`src/rtl/ext_bus_arbiter.sv`:
```
// Two-port external bus arbiter: grants CPU (port 0) or debug (port 1) and
// sequences each bus cycle as setup -> strobe -> hold -> done with registered pin controls.
module ext_bus_arbiter #(
   parameter int unsigned SETUP_CYCLES  = 1,
   parameter int unsigned STROBE_CYCLES = 2
) (
   input  logic        clk_i,
   input  logic        rst_i,
   input  logic        req0_i,
   input  logic        req1_i,
   input  logic        we0_i,
   input  logic        we1_i,
   input  logic [1:0]  be0_i,
   input  logic [1:0]  be1_i,
   input  logic [15:0] addr0_i,
   input  logic [15:0] addr1_i,
   input  logic [15:0] wdata0_i,
   input  logic [15:0] wdata1_i,
   output logic        ack0_o,
   output logic        ack1_o,
   output logic [15:0] rdata_o,
   output logic        busy_o,
   output logic [15:0] addr_buf_o,
   output logic [15:0] dout_buf_o,
   input  logic [15:0] din_bus_i,
   output logic        abus_oen_o,
   output logic        dbus_oen_o,
   output logic        rdn_o,
   output logic        wr0n_o,
   output logic        wr1n_o
);

   typedef enum logic [2:0] {
      S_IDLE,
      S_SETUP,
      S_STROBE,
      S_HOLD,
      S_DONE
   } state_e;

   localparam logic [3:0] SETUP_LOAD  = 4'(SETUP_CYCLES - 1);
   localparam logic [3:0] STROBE_LOAD = 4'(STROBE_CYCLES - 1);

   state_e      state_q, state_d;
   logic [3:0]  cnt_q, cnt_d;
   logic        owner_q, owner_d;
   logic        last_owner_q, last_owner_d;
   logic        we_q, we_d;
   logic [1:0]  be_q, be_d;
   logic [15:0] addr_q, addr_d;
   logic [15:0] wdata_q, wdata_d;
   logic [15:0] rdata_q, rdata_d;
   logic        ack0_q, ack0_d;
   logic        ack1_q, ack1_d;
   logic        abus_oen_q, abus_oen_d;
   logic        dbus_oen_q, dbus_oen_d;
   logic        rdn_q, rdn_d;
   logic        wr0n_q, wr0n_d;
   logic        wr1n_q, wr1n_d;
   logic        grant1;
   logic        drive_d;
   logic        strobe_d;

   always_comb begin
      state_d      = state_q;
      cnt_d        = cnt_q;
      owner_d      = owner_q;
      last_owner_d = last_owner_q;
      we_d         = we_q;
      be_d         = be_q;
      addr_d       = addr_q;
      wdata_d      = wdata_q;
      rdata_d      = rdata_q;
      grant1       = 1'b0;

      case (state_q)
         S_IDLE: begin
            if (req0_i || req1_i) begin
               // On contention the port that did not win last time gets the bus.
               grant1       = req1_i && (!req0_i || !last_owner_q);
               owner_d      = grant1;
               last_owner_d = grant1;
               we_d         = grant1 ? we1_i    : we0_i;
               be_d         = grant1 ? be1_i    : be0_i;
               addr_d       = grant1 ? addr1_i  : addr0_i;
               wdata_d      = grant1 ? wdata1_i : wdata0_i;
               cnt_d        = SETUP_LOAD;
               state_d      = S_SETUP;
            end
         end
         S_SETUP: begin
            if (cnt_q == 4'd0) begin
               if (we_q && (be_q == 2'b00)) begin
                  state_d = S_HOLD;
               end else begin
                  cnt_d   = STROBE_LOAD;
                  state_d = S_STROBE;
               end
            end else begin
               cnt_d = cnt_q - 4'd1;
            end
         end
         S_STROBE: begin
            if (cnt_q == 4'd0) begin
               if (!we_q) begin
                  rdata_d = din_bus_i;
               end
               state_d = S_HOLD;
            end else begin
               cnt_d = cnt_q - 4'd1;
            end
         end
         S_HOLD:  state_d = S_DONE;
         S_DONE:  state_d = S_IDLE;
         default: state_d = S_IDLE;
      endcase

      // Pin controls are decoded from the next state so they come straight off flops.
      drive_d    = (state_d == S_SETUP) || (state_d == S_STROBE) || (state_d == S_HOLD);
      strobe_d   = (state_d == S_STROBE);
      abus_oen_d = !drive_d;
      dbus_oen_d = !(drive_d && we_d);
      rdn_d      = !(strobe_d && !we_d);
      wr0n_d     = !(strobe_d && we_d && be_d[0]);
      wr1n_d     = !(strobe_d && we_d && be_d[1]);
      ack0_d     = (state_d == S_DONE) && !owner_d;
      ack1_d     = (state_d == S_DONE) && owner_d;
   end

   always_ff @(posedge clk_i or posedge rst_i) begin
      if (rst_i) begin
         state_q      <= S_IDLE;
         cnt_q        <= 4'd0;
         owner_q      <= 1'b0;
         last_owner_q <= 1'b1;
         we_q         <= 1'b0;
         be_q         <= 2'b00;
         addr_q       <= 16'h0000;
         wdata_q      <= 16'h0000;
         rdata_q      <= 16'h0000;
         ack0_q       <= 1'b0;
         ack1_q       <= 1'b0;
         abus_oen_q   <= 1'b1;
         dbus_oen_q   <= 1'b1;
         rdn_q        <= 1'b1;
         wr0n_q       <= 1'b1;
         wr1n_q       <= 1'b1;
      end else begin
         state_q      <= state_d;
         cnt_q        <= cnt_d;
         owner_q      <= owner_d;
         last_owner_q <= last_owner_d;
         we_q         <= we_d;
         be_q         <= be_d;
         addr_q       <= addr_d;
         wdata_q      <= wdata_d;
         rdata_q      <= rdata_d;
         ack0_q       <= ack0_d;
         ack1_q       <= ack1_d;
         abus_oen_q   <= abus_oen_d;
         dbus_oen_q   <= dbus_oen_d;
         rdn_q        <= rdn_d;
         wr0n_q       <= wr0n_d;
         wr1n_q       <= wr1n_d;
      end
   end

   assign busy_o     = (state_q != S_IDLE);
   assign ack0_o     = ack0_q;
   assign ack1_o     = ack1_q;
   assign rdata_o    = rdata_q;
   assign addr_buf_o = addr_q;
   assign dout_buf_o = wdata_q;
   assign abus_oen_o = abus_oen_q;
   assign dbus_oen_o = dbus_oen_q;
   assign rdn_o      = rdn_q;
   assign wr0n_o     = wr0n_q;
   assign wr1n_o     = wr1n_q;

endmodule
```
`config.mk`:
```
export PLATFORM = sky130hd
export DESIGN_NAME = ext_bus_arbiter
export DESIGN_NICKNAME = d
export VERILOG_FILES = /design/src/rtl/ext_bus_arbiter.sv
export SDC_FILE = /design/constraint.sdc
export NUM_CORES = 1
export LEC_CHECK = 0
export ABC_AREA = 1
export BUFFER_PORTS_ARGS = -buffer_cell sky130_fd_sc_hd__buf_2
export CELL_PAD_IN_SITES_DETAIL_PLACEMENT = 0
export CELL_PAD_IN_SITES_GLOBAL_PLACEMENT = 1
export CORE_MARGIN = 4
export CORE_UTILIZATION = 33
export DETAILED_ROUTE_END_ITERATION = 7
export PLACE_DENSITY = 0.85
export SLEW_MARGIN = 20
export SYNTH_ARGS = -nofsm -noshare
export SYNTH_HDL_FRONTEND = slang
export SYNTH_SLANG_ARGS = --single-unit
```
`constraint.sdc`:
```
create_clock -name clk_i -period 2.9 [get_ports clk_i]
set_input_delay 0.58 -clock clk_i [delete_from_list [all_inputs] [get_ports clk_i]]
set_output_delay 0.58 -clock clk_i [all_outputs]
set_load 0.02 [all_outputs]
```
---- Word level (Yosys, flattened, before mapping) ----
Index checks and enable logic that the tools add are counted.
storage, ports and cells
  output and inout port bits .............. 56
  bits of input ports ..................... 90
  logic and storage cells ................. 78
  register bits ........................... 67
cells by class
  equality and inequality tests ........... 10
  add/subtract/negate cells ............... 1
  bitwise operators ....................... 1
  multiplexer cells ....................... 20
  reduce and logical (&&, ||, !) cells .... 30
operators by type and width
  cell                                                                 number
  16-bit two-way mux                                                   2
  4-bit two-way mux                                                    4
  3-bit by 2-bit == test with 1-bit output (second input constant)     4
  3-bit case mux with 4 select lines                                   1
  4-bit case mux with 3 select lines                                   1
  1-bit logical AND                                                    9
  1-bit logical NOT                                                    9
  3-bit two-way mux                                                    3
  3-bit by 1-bit == test with 1-bit output (second input constant)     2
  1-bit two-way mux                                                    6
  2-bit two-way mux                                                    3
  3-bit nonzero test                                                   2
  4-bit logical NOT                                                    1
  1-bit logical OR                                                     4
  2-bit inequality test (second input constant)                        2
  4-bit AND reduction                                                  1
  4-bit by 1-bit subtractor with 4-bit output (second input constant)  1
  3-bit == test (second input constant)                                1
  3-bit logical NOT                                                    1
  3-bit inequality test (second input constant)                        1
  3-bit AND reduction                                                  1
  2-bit logical NOT                                                    1
  2-bit AND reduction                                                  1
  1-bit inverter                                                       1

---- Depth between registers and ports, before layout ----
  depth after elaboration ................. 10
  mapped depth ............................ 9
  depth with buffers taken out ............ 9

---- Least setup slack after synthesis ----
OpenSTA, ideal clock, no wires.
  path type ............................... input -> register
  start point ............................. input req0_i
  end point ............................... register addr_q[0] (netlist: addr_buf_o[0])
  data required time ...................... 2.826 ns
  setup slack ............................. 1.489 ns
  arrival time ............................ 1.337 ns
  path buffers ............................ 1
  cell stages on the path ................. 5
  library setup time ...................... 0.074 ns
  cells stage by stage .................... nor2_2 > nand3b_4 > clkbuf_1 > nand2_1 > o21ai_2
between the ends
  cells in the longest elaborated chain, start to end .. 4
  elaborated cells on any way between the ends .. 6
  those cells by class .................... mux (1); reduce/logical (5)
ends and longest elaborated chain
  element               line  source
  start, declared       9     input logic req0_i,
  1-bit logical NOT     80    grant1 = req1_i && (!req0_i || !last_owner_q);
  1-bit logical OR      80
  1-bit logical AND     80
  16-bit two-way mux    85    addr_d = grant1 ? addr1_i : addr0_i;
  end signal, assigned  155   addr_q <= addr_d;
  end, declared         50    logic [15:0] addr_q, addr_d;
Parallel ways exist; a longest one is shown, timed or not.
A chain may end at the register's enable or synchronous reset.

---- Final worst setup path ----
  start point ............................. register state_q[0]
  end point ............................... register addr_q[9] (netlist: addr_buf_o[9])
between the ends
  cells in the longest elaborated chain, start to end .. 2
ends and longest elaborated chain
  element                               line  source
  start, declared                       44    state_e state_q, state_d;
  start signal, assigned                149   state_q <= state_d;
  3-bit logical NOT                     76    case (state_q)
  2-bit AND reduction (no source line)  n/a
Every way passes these cells.

==> impl_results.md <==
- Status: completed
- Final Max Slew Viols: 0
- # port buffers: around 150
- Synthesized area per cell: slightly below 9 sq um
- Asr flop ratio synth: 100%
- Synth area leader: dfrtp_1
- Final worst path period need: about 1800 ps
- Sequential share of the synthesized area: between 50 and 60%
- GPL Wtd Cong: approximately 0.77
- Max-cap viol count: 0
- Global-route congestion overflow total: 0
- Initial Util: ~34%
- Slew @ Worst Pin: ~640 ps
- Share of the synthesized area in the top cell type: a little under 50%
- H-tree levels: 3
- Hold Fails Final Rpt: 0
- ANT cells: 0
- Num CTS Buffers: 9
- Mapped Nets: around 450
- Worst setup EP type: flop
- Layout cells sized above 1: between 30 and 40%
- Fin nets: just under 600
- EDFF count, synth: 0
- WHS: between 300 and 400 ps
- Top Ports: ~150
- Total power: 4.96 mW
- Count of final setup violators: 0
- DR DRC count: 0
- Most common cell in the netlist: nand2_1
- Die area: 0.0112 sq mm
- CTS Hold Bufs: 0
- Yosys warning count: 0
- Number of global-route vias before repair: 2994
- CTS Sinks: 67
- Clock transition at the registers of the reported paths: 80 ps
- Postcts setup bufs: 0
- Achievable Freq: between 500 and 600 MHz
- All-layer global routing usage: between 15 and 20%
- Layout area overhead: 33.8%
- HPWL after DPL: 6.41 mm
- CTS root buf: clkbuf_8
- DR WL/cell: around 13 um
- Number of fill cells in the layout: roughly 1000
- Final Cycle Share: slightly above 60%
- Routed WL: between 8 and 9 mm
- Die extent in x: 106 um
- DR iter-0 viols: 120
- Worst VDD drop: between 0.0004 and 0.0005 V
- Pwr/cell area: roughly 1200 mW/mm^2
- Clock Path Buffers: 2
- Critical path class: flop to flop
- Crit start category: flop
- Clock skew: around 11 ps
- Rel. slew slack: a little under three fifths
- RSZ-0062 raised after global routing: false
- Drt first pass iters: 4
- Post-route ant nets: 0
- Multi-input combinational cell area: between 0.001 and 0.0015 sq mm
- Ys flop type: dfrtp_1
- Clock Latency Late Sink: 330 ps
- Synthesis-stage register bit count: 67
- Post-Syn Area: 0.00316 sq mm
- Post-synth top cells: 105 x nand2_1, 61 x dfrtp_1, 45 x o21ai_1
- Largest net degree at the start of global routing: 39
- DR vias: between 2000 and 3000
- Die Height: 106 um
- Via-to-Cell Ratio: 4.58
- Final TNS setup: 0 ps
- CP max FO: 26
- Synth Instances: 362
- CTS tree: done
- Number of antenna violations at the first check in global routing: 0
- Core area: a little over 0.009 sq mm
- Arrival time at the worst endpoint: slightly above 2000 ps
- Largest cells by area after synthesis: dfrtp_1 48%, nand2_1 12%, o21ai_1 7.1%, dfstp_2 5.0%, nor2_1 4.4%
- Register Area: between 0.0015 and 0.002 sq mm
- Min-delay worst type: input port to asynchronous set/reset pin
- First-pass GRT wire length: ~14 mm
- Leak pwr: between 2 and 2.5 nW
- Unique masters post-synth: 33
- WP data required: approximately 3200 ps
- PostCTS Resize Cnt: 0
- Std-Cell Rows: 35
area by class of cell:
class                           count  share of cell area [%]
Clock buffer                       11                    3.59
Clock inverter                      5                    2.55
Sequential cell                    67                    39.9
Inverter                           19                    1.75
Timing Repair Buffer              149                    18.2
Multi-Input combinational cell    259                    30.2
Tap cell                          129                    3.82
critical path: stages, from the launching register on:
cell	delay [ps]
dfrtp_1	410
inv_1	210
nand2_4	80
nor2_4	340
buf_4	350
o21ai_0	130
o21ai_1	170
report_power, final:
group / internal, mW / leakage [nW] / switching, mW
Combinational: 0.749 / 1.27 / 1.57
Sequential: 1.40 / 0.809 / 0.250
Clock: 0.623 / 0.130 / 0.361
Total: 2.78 / 2.20 / 2.19
through the flow:
stage                     util, %  cell area (sq um)  std cells  worst slack [ps]
after CTS                    45.5               4220        639              1090
after global placement       42.7               3960        623              1070
final                        45.5               4220        639              1130
after global routing         45.5               4220        639               943
after floorplan                 -               3160        362               647
after detailed placement     42.7               3960        623               983
cell usage in the layout, fill, tap and decap left out, types with 4 or more instances in the layout:
cell	synthesis	layout
buf_2	5	145
clkbuf_8	0	11
dfrtp_1	61	61
dfstp_2	6	6
inv_1	16	15
nand2_1	105	105
nand3_1	8	8
nand4_1	4	4
nor2_1	37	37
o21ai_0	25	25
o21ai_1	45	45
o21ai_2	11	11
final timing paths:
kind | start | to | slack [ps] | cells past startpoint
hold / removal | rst_i | addr_buf_o[10] | 330 | 2
hold reg to reg | rdata_o[7] | rdata_o[7] | 480 | 2
setup reg to reg | state_q[0] | addr_buf_o[9] | 1130 | 6
max in group asynchronous | rst_i | dbus_oen_o | 1860 | 3
min in group clk_i | din_bus_i[10] | rdata_o[10] | 440 | 3
setup / recovery | state_q[0] | addr_buf_o[9] | 1130 | 6
registers in the layout, summed over array words and instances (netlist names):
register and cells:
wr0n_o 1, we_q 1, last_owner_q 1, dbus_oen_o 1, state_q 3, wr1n_o 1
ack1_o 1, owner_q 1, addr_buf_o 16, rdn_o 1, abus_oen_o 1, ack0_o 1
rdata_o 16, be_q 2, dout_buf_o 16, cnt_q 4
cells by family after synthesis:
family                     Yosys count  share of synthesized area, %
and+or+nand+nor                    173                          24.8
buffers and inverters               36                          6.19
xor gates and xnor gates             1                         0.278
adders and majority gates            2                         0.793
AOI/OAI and AO/OA                   83                          14.6
DFF                                 67                          53.4
metal layers:
metal	vias to the layer above	routed length, um	track usage (%)
met5	-	0	0
met4	0	138	5.55
met3	13	788	4.90
met2	135	3880	25.5
met1	1320	3770	20.1
li1	1459	-	-
No activity file was read; power rests on OpenSTA's default activity.
